$ cat src/rtl/decode_sequencer.sv
// Decode-stage controller: decodes fetched RISC-V instructions into uops, buffers them in a
// small in-order FIFO for rename, and serializes BREAK/MONITOR around an empty ROB.

`ifndef M_WIDTH
`define M_WIDTH 32
`endif
`ifndef LG_PHT_SZ
`define LG_PHT_SZ 8
`endif

package decode_pkg;

  typedef enum logic [3:0] {
    OP_ILLEGAL,
    OP_ALU_IMM,
    OP_ALU_REG,
    OP_LUI,
    OP_AUIPC,
    OP_JAL,
    OP_JALR,
    OP_BRANCH,
    OP_LOAD,
    OP_STORE,
    OP_FENCE,
    OP_BREAK,
    OP_MONITOR
  } op_t;

  typedef struct packed {
    op_t                   op;
    logic [2:0]            funct3;
    logic [6:0]            funct7;
    logic [4:0]            rd;
    logic [4:0]            rs1;
    logic [4:0]            rs2;
    logic                  has_dst;
    logic [31:0]           imm;
    logic [31:0]           insn;
    logic [`M_WIDTH-1:0]   pc;
    logic                  pred;
    logic [`LG_PHT_SZ-1:0] pht_idx;
    logic [`M_WIDTH-1:0]   pred_target;
    logic                  serializing_op;
    logic                  must_restart;
  } uop_t;

endpackage

module decode_riscv
  import decode_pkg::*;
(
  input  logic [31:0]           insn,
  input  logic [`M_WIDTH-1:0]   pc,
  input  logic                  insn_pred,
  input  logic [`LG_PHT_SZ-1:0] pht_idx,
  input  logic [`M_WIDTH-1:0]   insn_pred_target,
  output uop_t                  uop
);

  logic [6:0]  opcode;
  logic [31:0] imm_i, imm_s, imm_b, imm_u, imm_j;

  assign opcode = insn[6:0];
  assign imm_i  = {{20{insn[31]}}, insn[31:20]};
  assign imm_s  = {{20{insn[31]}}, insn[31:25], insn[11:7]};
  assign imm_b  = {{19{insn[31]}}, insn[31], insn[7], insn[30:25], insn[11:8], 1'b0};
  assign imm_u  = {insn[31:12], 12'b0};
  assign imm_j  = {{11{insn[31]}}, insn[31], insn[19:12], insn[20], insn[30:21], 1'b0};

  // NOTE: every field gets a default before the case so no path leaves uop unassigned (no latch).
  always_comb begin
    uop             = '0;
    uop.op          = OP_ILLEGAL;
    uop.insn        = insn;
    uop.pc          = pc;
    uop.pred        = insn_pred;
    uop.pht_idx     = pht_idx;
    uop.pred_target = insn_pred_target;
    uop.rd          = insn[11:7];
    uop.rs1         = insn[19:15];
    uop.rs2         = insn[24:20];
    uop.funct3      = insn[14:12];
    uop.funct7      = insn[31:25];
    case (opcode)
      7'b0010011: begin uop.op = OP_ALU_IMM; uop.imm = imm_i; uop.has_dst = (insn[11:7] != 5'd0); end
      7'b0110011: begin uop.op = OP_ALU_REG;                  uop.has_dst = (insn[11:7] != 5'd0); end
      7'b0110111: begin uop.op = OP_LUI;     uop.imm = imm_u; uop.has_dst = (insn[11:7] != 5'd0); end
      7'b0010111: begin uop.op = OP_AUIPC;   uop.imm = imm_u; uop.has_dst = (insn[11:7] != 5'd0); end
      7'b1101111: begin uop.op = OP_JAL;     uop.imm = imm_j; uop.has_dst = (insn[11:7] != 5'd0); end
      7'b1100111: begin uop.op = OP_JALR;    uop.imm = imm_i; uop.has_dst = (insn[11:7] != 5'd0); end
      7'b0000011: begin uop.op = OP_LOAD;    uop.imm = imm_i; uop.has_dst = (insn[11:7] != 5'd0); end
      7'b1100011: begin uop.op = OP_BRANCH;  uop.imm = imm_b; end
      7'b0100011: begin uop.op = OP_STORE;   uop.imm = imm_s; end
      7'b0001111: begin uop.op = OP_FENCE; end
      7'b1110011: begin
        // Only the two system ops the sequencer understands are legal; both serialize.
        if (insn == 32'h0000_0073) begin
          uop.op             = OP_BREAK;
          uop.imm            = imm_i;
          uop.serializing_op = 1'b1;
        end else if (insn == 32'h0010_0073) begin
          uop.op             = OP_MONITOR;
          uop.imm            = imm_i;
          uop.serializing_op = 1'b1;
          uop.must_restart   = 1'b1;
        end
      end
      default: ;
    endcase
  end

endmodule

module decode_sequencer
  import decode_pkg::*;
#(
  parameter int LG_Q_DEPTH = 2
) (
  input  logic                  clk,
  input  logic                  reset,
  input  logic                  flush,
  input  logic                  insn_valid,
  input  logic [31:0]           insn,
  input  logic [`M_WIDTH-1:0]   pc,
  input  logic                  insn_pred,
  input  logic [`LG_PHT_SZ-1:0] pht_idx,
  input  logic [`M_WIDTH-1:0]   insn_pred_target,
  output logic                  insn_ready,
  output logic                  uop_valid,
  output uop_t                  uop,
  input  logic                  uop_ready,
  input  logic                  rob_empty,
  input  logic                  serial_retired,
  output logic                  serial_busy,
  output logic [31:0]           stall_cycles
);

  localparam int                    DEPTH     = 1 << LG_Q_DEPTH;
  localparam logic [LG_Q_DEPTH:0]   DEPTH_CNT = (LG_Q_DEPTH + 1)'(DEPTH);
  localparam logic [LG_Q_DEPTH:0]   CNT_ONE   = (LG_Q_DEPTH + 1)'(1);
  localparam logic [LG_Q_DEPTH-1:0] PTR_ONE   = LG_Q_DEPTH'(1);

  typedef enum logic [1:0] {RUN, DRAIN, ISSUE, WAIT_RETIRE} state_t;

  state_t                 state, state_nxt;
  uop_t                   mem [DEPTH];
  uop_t                   dec_uop;
  uop_t                   head;
  logic [LG_Q_DEPTH-1:0]  rd_ptr, wr_ptr;
  logic [LG_Q_DEPTH:0]    count;
  logic                   full, empty, enq, deq;
  logic                   rob_empty_q;
  logic                   restart_q, restart_nxt;
  logic [31:0]            stall_q;

  decode_riscv u_decode (
    .insn             (insn),
    .pc               (pc),
    .insn_pred        (insn_pred),
    .pht_idx          (pht_idx),
    .insn_pred_target (insn_pred_target),
    .uop              (dec_uop)
  );

  assign full         = (count == DEPTH_CNT);
  assign empty        = (count == '0);
  assign head         = mem[rd_ptr];
  assign uop          = head;
  assign insn_ready   = !full && !flush && !reset;
  assign enq          = insn_valid && insn_ready;
  assign deq          = uop_valid && uop_ready;
  assign serial_busy  = (state != RUN);
  assign stall_cycles = stall_q;

  always_comb begin
    state_nxt   = state;
    restart_nxt = restart_q;
    uop_valid   = 1'b0;
    case (state)
      RUN: begin
        uop_valid = !empty && !head.serializing_op;
        if (!empty && head.serializing_op) state_nxt = DRAIN;
      end
      DRAIN: if (rob_empty_q) state_nxt = ISSUE;
      ISSUE: begin
        uop_valid = 1'b1;
        if (uop_ready) begin
          state_nxt   = WAIT_RETIRE;
          restart_nxt = head.must_restart;
        end
      end
      // A must_restart op can only be left through flush; serial_retired is ignored for it.
      WAIT_RETIRE: if (!restart_q && serial_retired) state_nxt = RUN;
      default: state_nxt = RUN;
    endcase
    if (flush || reset) begin
      uop_valid = 1'b0;
      state_nxt = RUN;
    end
  end

  // NOTE: sequential state uses non-blocking assignments so every register samples pre-edge values.
  always_ff @(posedge clk or posedge reset) begin
    if (reset) begin
      state       <= RUN;
      restart_q   <= 1'b0;
      rob_empty_q <= 1'b0;
      stall_q     <= '0;
      rd_ptr      <= '0;
      wr_ptr      <= '0;
      count       <= '0;
    end else begin
      state       <= state_nxt;
      restart_q   <= restart_nxt;
      rob_empty_q <= rob_empty;
      if ((state == DRAIN || state == WAIT_RETIRE) && stall_q != 32'hFFFF_FFFF)
        stall_q <= stall_q + 32'd1;
      if (flush) begin
        count  <= '0;
        rd_ptr <= wr_ptr;
      end else begin
        if (enq) wr_ptr <= wr_ptr + PTR_ONE;
        if (deq) rd_ptr <= rd_ptr + PTR_ONE;
        case ({enq, deq})
          2'b10:   count <= count + CNT_ONE;
          2'b01:   count <= count - CNT_ONE;
          default: ;
        endcase
      end
    end
  end

  // NOTE: the uop storage is cleared on reset too, so nothing from before reset stays on uop.
  always_ff @(posedge clk or posedge reset) begin
    if (reset) begin
      for (int i = 0; i < DEPTH; i++) mem[i] <= '0;
    end else if (enq) begin
      mem[wr_ptr] <= dec_uop;
    end
  end

endmodule

$ cat config.mk
export PLATFORM = sky130hd
export DESIGN_NAME = decode_sequencer
export DESIGN_NICKNAME = d
export VERILOG_FILES = /design/src/rtl/decode_sequencer.sv
export SDC_FILE = /design/constraint.sdc
export NUM_CORES = 2
export LEC_CHECK = 0
export ABC_AREA = 1
export CORE_AREA = 2 2 237 239
export DETAILED_ROUTE_END_ITERATION = 7
export DIE_AREA = 0 0 239 241
export GPL_TIMING_DRIVEN = 0
export HOLD_SLACK_MARGIN = 0.15
export PLACE_DENSITY = 0.77
export SLEW_MARGIN = 0
export SYNTH_ARGS = -nofsm -noshare
export SYNTH_HDL_FRONTEND = slang
export SYNTH_SLANG_ARGS = --single-unit
$ cat constraint.sdc
create_clock -name clk -period 56.2 [get_ports clk]
set_clock_uncertainty 0.15 [all_clocks]
set_input_delay 8.43 -clock clk [delete_from_list [all_inputs] [get_ports clk]]
set_output_delay 8.43 -clock clk [all_outputs]
set_load 0.1 [all_outputs]
==> summary.md <==
The share of the clock period used by the worst path after layout was 0.3408. Clock-pin slew was measured on the worst setup and hold paths at 60 ps. Setup repair after global routing left no endpoint under its margin. The tools report the sequential cell area as 15,490 sq um. The tools report the reg-to-reg startpoint as rd_ptr[1].

From synthesis to final layout, the design area changed by 22.00%. Entering global routing, the biggest net connects 120 pins. Sort of element at the end of the critical path: an output port. Final count of pins violating max slew: 0. In the final routed layout, each cell accounts on average for 20.02 um.

The via count of the routed design was 28,000; the yosys synthesis warning count was 0. The run gives 316 as the count of boundary I/O pins. The path class of the tightest hold or removal check is flop to flop. The worst register-to-register path has a depth of 12. In this run the critical register-to-register path is captured at count[1]. The run gives 53,400 ps as the slack of the worst reg-to-reg path.

The worst setup path is launched from an input port. The run finished with clean final reports. The post-layout minimum cycle time works out to 19,150 ps. The count of state elements after synthesis works out to 619.

The number of hold-slack violations in the final timing report is 0. The number of design-rule violations left by the first detailed-router iteration is 3,191. The buffer type at the clock tree root is clkbuf_16. For the final routed database, the setup TNS stands at 0 ps. Counting the fill cells in the layout gives 4,540.

The worst setup path is of the input port to output port kind. The arrival time of the worst setup path was 10,570 ps. The part of the Yosys area used for sequential elements is 0.5183, and the hold path depth is 2. The ratio of cells with drive above 1 in the final layout is 0.08310, and the weighted congestion reported at the end of routability-driven placement is 0.9712. TritonCTS built the clock tree. The share of synthesized flip-flops with an asynchronous set or reset works out to 1.000. For hold timing, the worst endpoint is mem[242]. The tools report the via count of the first global-routing pass as 26,980. Of all nets on the critical path, the largest fanout is 7. At the pin with the least slew margin, the transition time is 1265 ps. The number of core rows was 86. The wire length of the first global-routing pass came out at 153,200 um. The total of buffers placed on input and output ports is 311.

After floorplanning, the core was sized to cover 54,880 sq um. The data required time at the worst endpoint was 47,620 ps. The number of setup buffers added after CTS is 0. Based on the critical path, the design can be clocked at up to 52.21 MHz. Most instantiated flip-flop cell in the synthesis netlist: dfrtp_1.

Die outline width: 239 um. The synthesized netlist occupies a cell area of 29,890 sq um. Count of maximum capacitance violations: 0. The count of endpoints failing setup in the final report is 0.

In the final layout, the multi-input gates occupy 12,540 sq um. Once detail routing completed, the nets flagged for antenna violations numbered 0. The total routing usage reported by global routing is 0.3458. In the synthesized netlist, the number of instances is 3,800. The chip height came out at 241 um. The clock reaches the later pin of the worst-skew pair after 620 ps. In this run, distinct cell masters in the synthesized netlist total 41. For this design the static power due to leakage is 18.31 nW. The run gives 67,510 um as the post-detailed-placement half-perimeter wirelength. After synthesis, the mean cell area works out to 7.865 sq um. The number of buffers inserted by hold repair at cts came out at 0. The global-route congestion overflow total was 0; the number of instances resized during post-cts repair was 0. For the effective utilization at floorplan, the log shows 0.5446. For this run, the post-layout net count is 4,311.

The worst slew margin relative to its limit came out at 0.1567. The floorplan step defined a die boundary enclosing 57,600 sq um. For this run, design rule violations remaining after detail routing come to 0. The clock tree synthesis step divided the H-tree into 3 levels. The first detailed-routing pass ran for 6 iterations.

In this run the power density over the cells is 69.61 nW/um^2. In this run, synthesis inferred 0 flip-flops with an integrated enable. The startpoint identified for the worst hold timing path is mem[242].

Summing internal, switching and leakage power gives 0.002538 W. Buffers inserted during clock tree synthesis total 69. The via density per instance was 5.664; the clock net sink count was 619. For this block, the routed nets add up to 99,000 um of wire.

The total nets after synthesis is 3,923. The number of antenna violations at the first check in global routing is 5. The run gives 81.96 uV as the worst voltage drop across the vdd grid. The longest clock path from root to sink contains 3 buffers.
-- final cells by class --
class / instances / share of cell area
Tap cell: 704 / 0.02416
Timing Repair Buffer: 317 / 0.08991
Multi-Input combinational cell: 2843 / 0.3439
Antenna cell: 4 / 0.0002745
Sequential cell: 619 / 0.4248
Clock buffer: 101 / 0.05820
Clock inverter: 18 / 0.007550
Inverter: 72 / 0.007756
Buffer: 266 / 0.04338
-- metal layers --
| layer | GRT usage | up-vias | wire [um] |
|---|---|---|---|
| met5 | 0 | - | 26 |
| met4 | 0.1739 | 4 | 4985 |
| met3 | 0.07320 | 302 | 9491 |
| met2 | 0.5325 | 1427 | 44940 |
| met1 | 0.4667 | 13410 | 39560 |
| li1 | - | 12860 | - |
-- per-stage QoR --
step,utilization,cells,hold WS (ps),cell area [sq um],setup WS (ps)
2_1_floorplan,-,3800,293.6,29890,30290
3_3_place_gp,0.6174,4815,305.3,33880,23020
3_5_place_dp,0.6205,4821,309.4,34050,37060
4_1_cts,0.6642,4940,324.5,36450,37050
5_1_grt,0.6643,4942,336.2,36460,36990
6_report,0.6644,4944,322.1,36460,37050
-- report_power, final --
part           internal (W)  leakage [nW]  switching (W)
sequential         0.000606          8.07      0.0000867
clock              0.000293          1.17       0.000187
combinational      0.000328          9.06        0.00104
-- critical path, stage by stage --
cell             delay [ps]
clkdlybuf4s50_1         560
nor2_4                  200
inv_2                    80
a21oi_4                 140
clkdlybuf4s50_1        1150
-- synthesized netlist by cell type (2+ instances only) --
cell type,instances,area share
o21ai_1,4,0.00067
o21ai_0,395,0.066
buf_1,4,0.00050
o22ai_1,143,0.030
nand4_1,13,0.0027
dfrtp_1,619,0.52
nand2_1,1790,0.22
buf_12,2,0.0013
a21oi_1,4,0.00067
nand4_4,21,0.015
nand3_1,21,0.0035
nor3_2,2,0.00067
or2_2,3,0.00063
nor2_2,3,0.00063
clkbuf_1,100,0.013
buf_2,86,0.014
nor2_1,344,0.043
inv_1,57,0.0072
inv_2,14,0.0018
nand2_4,8,0.0030
xor2_1,19,0.0056
nand4_2,11,0.0046
nor3_1,21,0.0035
xnor2_1,14,0.0041
nand3_2,2,0.00067
nor2_4,3,0.0011
nand3b_1,2,0.00050
ha_1,10,0.0042
buf_6,44,0.017
buf_4,30,0.0075
-- cell usage in the layout, fill, tap and decap left out, types with 10 or more instances in the layout --
| cell | Yosys | final |
|---|---|---|
| clkbuf_1 | 100 | 109 |
| nand4_1 | 13 | 13 |
| inv_1 | 57 | 56 |
| clkbuf_8 | 0 | 19 |
| dfrtp_1 | 619 | 619 |
| buf_6 | 44 | 44 |
| nor3_1 | 21 | 21 |
| nand4_4 | 21 | 21 |
| o22ai_1 | 143 | 143 |
| xor2_1 | 19 | 19 |
| buf_4 | 30 | 30 |
| ha_1 | 10 | 10 |
| xnor2_1 | 14 | 14 |
| nand4_2 | 11 | 11 |
| clkdlybuf4s50_1 | 0 | 311 |
| clkbuf_16 | 0 | 73 |
| inv_2 | 14 | 14 |
| o21ai_0 | 395 | 395 |
| buf_2 | 86 | 86 |
| nand2_1 | 1790 | 1790 |
| nor2_1 | 344 | 344 |
| nand3_1 | 21 | 21 |
-- cell families after synthesis --
group	count (synthesis)	synth area share
adder cells (fa/ha/maj)	11	0.004856
AND/OR/NAND/NOR	2248	0.3058
XOR/XNOR	33	0.009671
multiplexers	1	0.0003768
buffers and inverters	338	0.06213
flip-flops	619	0.5183
AO/OA/AOI/OAI	550	0.09885
-- worst max path at each step --
stage	from	to	depth (start not counted)
after floorplan	reset	count[0]	1
after global placement	reset	mem[127]	2
after detailed placement	flush	insn_ready	5
after CTS	reset	insn_ready	5
after global routing	flush	insn_ready	5
final	flush	insn_ready	5
-- registers in the layout, indices dropped and copies added, names as in the netlist --
name and count:
count 3, mem 576, rd_ptr 2, restart_q 1
rob_empty_q 1, stall_cycles 32, state 2, wr_ptr 2
(Power assumes the default switching activity.)
